--- src/rtl/auth_lock.sv ---
// Sequential passcode authenticator: edge-detected submit, one-cycle EVAL, OPEN/LOCKED states.
// Latency: submit rise sampled at edge k -> EVAL at k, matched/unmatched/open/locked/tries_left at k+1.
// Backpressure: none; submit rises outside READY are dropped, set_en/relock outside OPEN ignored.
//
// Ports:
//   clk_i, rst_i            single clock, synchronous active-high reset
//   submit_i, guess_i       guess strobe (rising edge starts an attempt) and guessed code
//   set_en_i, set_code_i    re-key request, honoured only while OPEN
//   relock_i                leave OPEN back to READY
//   matched_o, unmatched_o  one-cycle result pulses
//   open_o, locked_o        state decodes
//   tries_left_o            remaining attempts before lockout
module auth_lock #(
    parameter int unsigned          CODE_W       = 4,
    parameter int unsigned          MAX_TRIES    = 3,
    parameter int unsigned          LOCK_CYCLES  = 16,
    parameter logic [CODE_W-1:0]    DEFAULT_CODE = '0
) (
    input  logic                             clk_i,
    input  logic                             rst_i,
    input  logic                             submit_i,
    input  logic [CODE_W-1:0]                guess_i,
    input  logic                             set_en_i,
    input  logic [CODE_W-1:0]                set_code_i,
    input  logic                             relock_i,
    output logic                             matched_o,
    output logic                             unmatched_o,
    output logic                             open_o,
    output logic                             locked_o,
    output logic [$clog2(MAX_TRIES+1)-1:0]   tries_left_o
);

    localparam int unsigned TW  = $clog2(MAX_TRIES + 1);
    localparam int unsigned LCW = (LOCK_CYCLES > 1) ? $clog2(LOCK_CYCLES) : 1;

    typedef enum logic [1:0] {
        S_READY  = 2'd0,
        S_EVAL   = 2'd1,
        S_OPEN   = 2'd2,
        S_LOCKED = 2'd3
    } state_e;

    state_e              state_q,     state_d;
    logic [CODE_W-1:0]   code_q,      code_d;
    logic [CODE_W-1:0]   guess_q,     guess_d;
    logic [TW-1:0]       tries_q,     tries_d;
    logic [LCW-1:0]      lock_cnt_q,  lock_cnt_d;
    logic                matched_q,   matched_d;
    logic                unmatched_q, unmatched_d;
    logic                submit_q;
    logic                armed_q;
    logic                submit_rise;

    // armed_q stays low after reset until submit has been seen low once, so a
    // button held through reset release cannot start an attempt by itself.
    assign submit_rise = submit_i & ~submit_q & armed_q;

    always_comb begin
        state_d     = state_q;
        code_d      = code_q;
        guess_d     = guess_q;
        tries_d     = tries_q;
        lock_cnt_d  = lock_cnt_q;
        matched_d   = 1'b0;
        unmatched_d = 1'b0;

        case (state_q)
            S_READY: begin
                if (submit_rise) begin
                    guess_d = guess_i;
                    state_d = S_EVAL;
                end
            end

            S_EVAL: begin
                if (guess_q == code_q) begin
                    matched_d = 1'b1;
                    tries_d   = TW'(MAX_TRIES);
                    state_d   = S_OPEN;
                end else begin
                    unmatched_d = 1'b1;
                    if (tries_q > TW'(1)) begin
                        tries_d = tries_q - TW'(1);
                        state_d = S_READY;
                    end else begin
                        // Last allowed miss; also covers a (never expected) zero count
                        // so the counter cannot wrap.
                        tries_d    = '0;
                        lock_cnt_d = LCW'(LOCK_CYCLES - 1);
                        state_d    = S_LOCKED;
                    end
                end
            end

            S_OPEN: begin
                if (set_en_i) begin
                    code_d = set_code_i;
                end
                if (relock_i) begin
                    state_d = S_READY;
                end
            end

            S_LOCKED: begin
                if (lock_cnt_q == '0) begin
                    tries_d = TW'(MAX_TRIES);
                    state_d = S_READY;
                end else begin
                    lock_cnt_d = lock_cnt_q - LCW'(1);
                end
            end

            default: begin
                state_d = S_READY;
            end
        endcase
    end

    always_ff @(posedge clk_i) begin
        if (rst_i) begin
            state_q     <= S_READY;
            code_q      <= DEFAULT_CODE;
            guess_q     <= '0;
            tries_q     <= TW'(MAX_TRIES);
            lock_cnt_q  <= '0;
            matched_q   <= 1'b0;
            unmatched_q <= 1'b0;
            submit_q    <= 1'b0;
            armed_q     <= 1'b0;
        end else begin
            state_q     <= state_d;
            code_q      <= code_d;
            guess_q     <= guess_d;
            tries_q     <= tries_d;
            lock_cnt_q  <= lock_cnt_d;
            matched_q   <= matched_d;
            unmatched_q <= unmatched_d;
            submit_q    <= submit_i;
            armed_q     <= armed_q | ~submit_i;
        end
    end

    assign matched_o    = matched_q;
    assign unmatched_o  = unmatched_q;
    assign open_o       = (state_q == S_OPEN);
    assign locked_o     = (state_q == S_LOCKED);
    assign tries_left_o = tries_q;

endmodule

--- config.mk ---
export PLATFORM = sky130hd
export DESIGN_NAME = auth_lock
export DESIGN_NICKNAME = d
export VERILOG_FILES = /design/src/rtl/auth_lock.sv
export SDC_FILE = /design/constraint.sdc
export NUM_CORES = 1
export LEC_CHECK = 0
export BUFFER_PORTS_ARGS = -buffer_cell sky130_fd_sc_hd__buf_2
export CORE_ASPECT_RATIO = 0.9
export CORE_MARGIN = 2
export CORE_UTILIZATION = 55
export DETAILED_ROUTE_END_ITERATION = 10
export PLACE_DENSITY = 0.81
export SYNTH_ARGS = -nofsm -noshare
export SYNTH_HDL_FRONTEND = slang
export SYNTH_SLANG_ARGS = --single-unit
--- constraint.sdc ---
create_clock -name clk_i -period 2.25 [get_ports clk_i]
set_input_delay 0.1125 -clock clk_i [delete_from_list [all_inputs] [get_ports clk_i]]
set_output_delay 0.1125 -clock clk_i [all_outputs]
set_load 0.05 [all_outputs]
==> results.cfg, run 1 <==
[synth]
netlist.top_cell.by_area = dfxtp_1
per_instance_average_area_after_synthesis_um2 = 9.123
synth_cell_type_count = 29
synthCells = 96
synth-edff-count = 0
synth_most_common_cell = dfxtp_1
postSynth.topFlopCell = dfxtp_1
synth_top_cells_by_count = 20 x dfxtp_1, 10 x a21oi_1, 10 x nand2_1, 7 x inv_1, 6 x nor2_1
postSynthRegisterBits = 20
synth_nets = 110
yosysWarnings = 0
synth.area.top_cells = dfxtp_1 46%, a21oi_1 5.7%, mux2i_1 5.7%
netlist_area_um2 = 875.8
synth_largest_type_area_fraction = 0.4571
synth_sequential_area_ratio = 0.4571
ys_async_sr_fraction = 0

[global_route]
grt_util_all_layers = 0.1943
grt_pass1_vias = 650
grt_antenna_before_repair = 0
overflow = 0
grt_start_max_net_pins = 20
global_route_wire_length_before_repair_um = 2746

[floorplanning]
initial_utilization = 0.5983
io_pins = 19
die_h_um = 41.86
die_area_um2 = 1928
core_ar_um2 = 1464
chipWidth_um = 46.07
floorplan.rows = 13

[setup_path]
max_stage_delay_on_crit_path_ps = 610
path_delay_family = flip-flops
required_ps = 2140
crit_type = reg2out
critical_path_peak_fanout = 10
number_of_gates_on_the_worst_path_with_buffers_counted = 3
cp.arrival_ps = 1590
ff2ff_path_depth = 6
crit_path_top_delay_cell = dfxtp_1
startpoint_type = flip-flop
crit_path_cell_trace = nand2_1, inv_1, buf_2
cp_num_buf_inv = 2
critPathCaptureType = output pin

[timing]
timing.clock.skew_ps = 12.69
tightestPinTransition_ps = 476.2
final_min_period_over_clock_period = 0.7551
relSlewSlack = 0.6802
hold_viol_final = 0
maxSlewViolCount = 0
grt_setup_unrepaired = no
sum_of_negative_setup_slack_ps = 0
timing.final.crit_period_ps = 1699
setup_viol_count_final = 0
fmax_ghz = 0.5886

[route]
vias_per_cell = 5.664
drt_wl_total_um = 1721
initialDrtViolationCount = 29
wire_length_per_cell_after_detailed_routing_um = 13.45
drc = 0
firstDrtPassIters = 4
num_vias = 725
drt.antenna.violating_nets = 0

[finish]
post-route-cell-area_um2 = 1003
num_antenna_cells = 0
syn_to_final_growth_pct = 14.57
finish.utilization = 0.6855
final_layout_size_suffix_gt1_frac = 0.2301
fillers = 113
net_count_reported_at_finish = 128

[clock_network]
clk_sinks = 20
postCtsHoldBufs = 0
cts.clk_slew.worst_paths_ps = 120
cts_inserted_buffers = 3
worst_skew_late_latency_ps = 300
cts_tree = built
root_buffer = clkbuf_4
cts_resized = 0
cts_max_path_buffers = 2
setup_buffers_after_cts = 0
htree_levels = 1

[power]
pwr_density_cell_nw_per_um2 = 715.6
leakagePower_nw = 0.3812
vdd_drop_max_uv = 549.2

[flow_run]
maxCapViolCount = 0

[placement]
placed_cell_area_um2 = 950.9
place_congestion = 0.8137
io_buffers = 18
hpwl_um = 1305

[worst_hold_path]
min_delay_path_depth = 2
hold_class = in2reg

[status]
status = finished clean
## path summary, 6_finish.rpt
check	start	slack, ps	to
setup reg to reg	lock_cnt_q[0]	700	lock_cnt_q[1]
hold reg to reg	armed_q	460	armed_q
setup / recovery	state_q[0]	550	locked_o
hold / removal	submit_i	5	armed_q
## logic make-up after synthesis
kind of cell,Yosys count,share of synthesized area
and+or+nand+nor,32,0.1971
AOI/OAI and AO/OA,22,0.1657
DFF,20,0.4571
buffers and inverters,12,0.06857
muxes,5,0.05715
xor gates and xnor gates,4,0.04000
adders and majority gates,1,0.01428
## cells in the final DEF, fill, tap and decap left out, types with 2 or more instances in the layout
| master | count |
|---|---|
| nand3_1 | 5 |
| nand2b_1 | 2 |
| nor3_1 | 3 |
| inv_1 | 7 |
| nand2_1 | 10 |
| nor2b_1 | 2 |
| buf_2 | 18 |
| xnor2_1 | 4 |
| mux2i_1 | 5 |
| a21oi_1 | 10 |
| nor2_1 | 6 |
| o21ai_0 | 2 |
| dfxtp_1 | 20 |
| clkbuf_4 | 3 |
## metal layers
metal  global-route usage  wire length (um)  vias to the layer above
met5                    0                 0                        -
met4              0.03429                10                        0
met3              0.07826               106                        2
met2               0.3111               803                       25
met1               0.2440               801                      334
li1                     -                 -                      364
## through the flow
| step | hold slack [ps] | total power, mW | instances | setup WS, ps |
|---|---|---|---|---|
| floorplan | 204.3 | 0.4183 | 96 | 668.7 |
| global placement | 311.8 | 0.4340 | 124 | 807.1 |
| detailed placement | 323.0 | 0.4363 | 124 | 729.7 |
| CTS | 4.512 | 0.7220 | 128 | 565.7 |
| global route | 4.931 | 0.7460 | 128 | 446.4 |
| finish | 4.714 | 0.7180 | 128 | 551.0 |
## where the power goes
| group | switching [mW] | internal [mW] | leakage (nW) | total (mW) |
|---|---|---|---|---|
| clock network | 0.110 | 0.180 | 0.0279 | 0.290 |
| logic | 0.0335 | 0.0245 | 0.191 | 0.0580 |
| registers | 0.00828 | 0.362 | 0.162 | 0.370 |
## state kept, by name, summed over array words and instances (netlist names)
name          flops
matched_o         1
armed_q           1
state_q           2
guess_q           4
lock_cnt_q        4
code_q            4
submit_q          1
tries_left_o      2
unmatched_o       1
## area by class of cell
class                           count  area [um^2]  share of cell area
Clock buffer                        3        22.52             0.02244
Clock inverter                      1        30.03             0.02993
Inverter                            7        26.28             0.02618
Multi-Input combinational cell     64        415.4              0.4140
Sequential cell                    20        400.4              0.3990
Tap cell                           15        18.77             0.01870
Timing Repair Buffer               18        90.09             0.08978
No activity file was read; power rests on OpenSTA's default activity.
==> run 2: changes to the inputs <==
- ABC_AREA: not set -> 1
- CORE_UTILIZATION: 55 -> 51
- PLACE_DENSITY: 0.81 -> 0.75
- clock period: 2.25 -> 1.75 ns (I/O delays scaled with it)
==> run 2 against run 1 <==
Net effect: clock-buffer cell count unchanged; synthesized area up 3.9%; sequential power up 35%; synthesized cell count up 39%; global-route usage down 0.27 points; core utilization down 5.7 points; flip-flop and latch count unchanged; routed wire length up 4.8%; largest cell class unchanged; cell count up 39%; non-clock buffer count up 1; largest power group unchanged; first-iteration DRC count down 52%; worst setup slack worse by 210 ps; critical path type unchanged.
==> results.cfg, run 2 <==
[timing]
fmax_ghz = 0.7086
final_min_period_over_clock_period = 0.8064
setup_viol_count_final = 0
hold_viol_final = 0
sum_of_negative_setup_slack_ps = 0
timing.clock.skew_ps = 3.684
timing.final.crit_period_ps = 1411
maxSlewViolCount = 0
grt_setup_unrepaired = no
hold_ws_ps = 43.56
tightestPinTransition_ps = 355.6
relSlewSlack = 0.7627

[power]
pwr_density_cell_nw_per_um2 = 815.1
vdd_drop_max_uv = 842.4
leakagePower_nw = 0.5577

[floorplanning]
die_h_um = 44.07
io_pins = 19
floorplan.rows = 14
core_ar_um2 = 1682
chipWidth_um = 48.52
die_area_um2 = 2138
initial_utilization = 0.5409

[synth]
per_instance_average_area_after_synthesis_um2 = 6.839
synth-compound-area-share = 0.1376
synthCells = 133
ys_async_sr_fraction = 0
synth_nets = 147
synthAdderAreaFrac = 0.01376
synth_largest_type_area_fraction = 0.4402
synth_xor_xnor_area_share = 0
post_synth_simple_gate_area = 0.2916
synth_most_common_cell = nand2_1
synth_top_cells_by_count = 29 x nand2_1, 26 x inv_1, 20 x dfxtp_1, 13 x a21oi_1, 12 x o21ai_0
yosysWarnings = 0
netlist_area_um2 = 909.6
netlist.top_cell.by_area = dfxtp_1
postSynth.topFlopCell = dfxtp_1
yosys-mux-area-fraction = 0
synth.area.top_cells = dfxtp_1 44%, nand2_1 12%, inv_1 11%
synth_cell_type_count = 16
synth-edff-count = 0
synth_sequential_area_ratio = 0.4402
postSynthRegisterBits = 20
largest_family_of_logic_cells_by_synthesized_area = simple AND/OR/NAND/NOR gates

[finish]
layout_top_registers = code_q x4, guess_q x4, lock_cnt_q x4
final-seq-area_um2 = 400.4
mostFrequentLayoutCells = 29 x nand2_1, 26 x inv_1, 20 x dfxtp_1, 18 x buf_2, 13 x a21oi_1
syn_to_final_growth_pct = 16.23
fillers = 164
net_count_reported_at_finish = 170
post_layout_nonfiller_instances = 178
multi_input_comb_area_um2 = 402.9
final_layout_size_suffix_gt1_frac = 0.1753
layout_commonest_cell = nand2_1
num_antenna_cells = 0

[setup_path]
startpoint_type = flip-flop
ff2ff_path_depth = 7
path_delay_family = flip-flops
cp_num_buf_inv = 2
required_ps = 1660
critPathCaptureType = output pin
crit_path_top_delay_cell = dfxtp_1
crit_path_cell_trace = nand2_1, inv_2, buf_2
crit_type = reg2out
critical_path_peak_fanout = 7
number_of_gates_on_the_worst_path_with_buffers_counted = 3
cp.arrival_ps = 1320
max_stage_delay_on_crit_path_ps = 480

[flow_run]
maxCapViolCount = 0

[route]
drt.antenna.violating_nets = 0
drc = 0
vias_per_cell = 4.899
drt_wl_total_um = 1804
wire_length_per_cell_after_detailed_routing_um = 10.13
num_vias = 872
initialDrtViolationCount = 14
firstDrtPassIters = 4

[placement]
place_congestion = 0.7582
numPlacedInstances = 174
hpwl_um = 1397
io_buffers = 18

[global_route]
grt_pass1_vias = 774
overflow = 0
global_route_wire_length_before_repair_um = 3063
grt_util_all_layers = 0.1916
grt_antenna_before_repair = 0
grt_start_max_net_pins = 14

[status]
status = finished clean

[clock_network]
worst_skew_late_latency_ps = 300
htree_levels = 1
cts.clk_slew.worst_paths_ps = 90
cts_tree = built
clk_sinks = 20
root_buffer = clkbuf_4
cts_max_path_buffers = 2
cts_inserted_buffers = 3

[worst_hold_path]
min_delay_path_depth = 2
hold_class = in2reg
-- run 2: logic make-up (layout without fill, tap and decap cells) --
logic type / Yosys count / after routing
AO/OA/AOI/OAI: 25 / 25
adder cells (fa/ha/maj): 1 / 1
buffers and inverters: 28 / 49
flip-flops: 20 / 20
AND/OR/NAND/NOR: 59 / 59
-- run 2: what timing repair did --
| action | CTS | global route |
|---|---|---|
| setup endpoints to repair | 0 | 0 |
| hold endpoints to repair | 1 | 0 |
| setup buffers | 0 | 0 |
| hold buffers | 1 | 0 |
| resized for setup | 0 | 0 |
-- run 2: metrics by stage --
| step | utilization | instance area (um^2) | setup slack, ps | power, mW |
|---|---|---|---|---|
| after floorplan | - | 909.6 | 250.6 | 0.6226 |
| after global placement | 0.6094 | 1025 | 458.9 | 0.6609 |
| after detailed placement | 0.6094 | 1025 | 381.6 | 0.6663 |
| after CTS | 0.6287 | 1057 | 357.7 | 0.8700 |
| after global routing | 0.6287 | 1057 | 244.9 | 0.9136 |
| final | 0.6287 | 1057 | 338.8 | 0.8617 |
-- run 2: final cells by class --
class / count / share of cell area
flip-flops and latches: 20 / 0.3787
well taps: 24 / 0.02840
multi-input cells: 85 / 0.3811
clock buffers: 3 / 0.02130
repair buffers: 19 / 0.09467
inverters: 27 / 0.09586
-- run 2: per-layer routing --
layer / vias up / wire [um] / GRT usage
met5: - / 0 / 0
li1: 462 / - / -
met4: 0 / 25 / 0.08571
met2: 21 / 822 / 0.3333
met1: 384 / 834 / 0.2181
met3: 5 / 121 / 0.06757
-- run 2: where the power goes --
group          switching (mW)  internal (mW)  leakage, nW
combinational           0.109         0.0511        0.381
sequential             0.0186          0.480        0.163
clock                   0.123         0.0803       0.0138
total                   0.250          0.612        0.558
-- run 2: path summary, 6_finish.rpt --
kind                      start              end  slack (ps)
setup reg to reg  lock_cnt_q[0]  tries_left_o[1]         360
hold / removal            rst_i          armed_q          40
hold reg to reg         armed_q          armed_q         470
setup / recovery     state_q[0]         locked_o         340
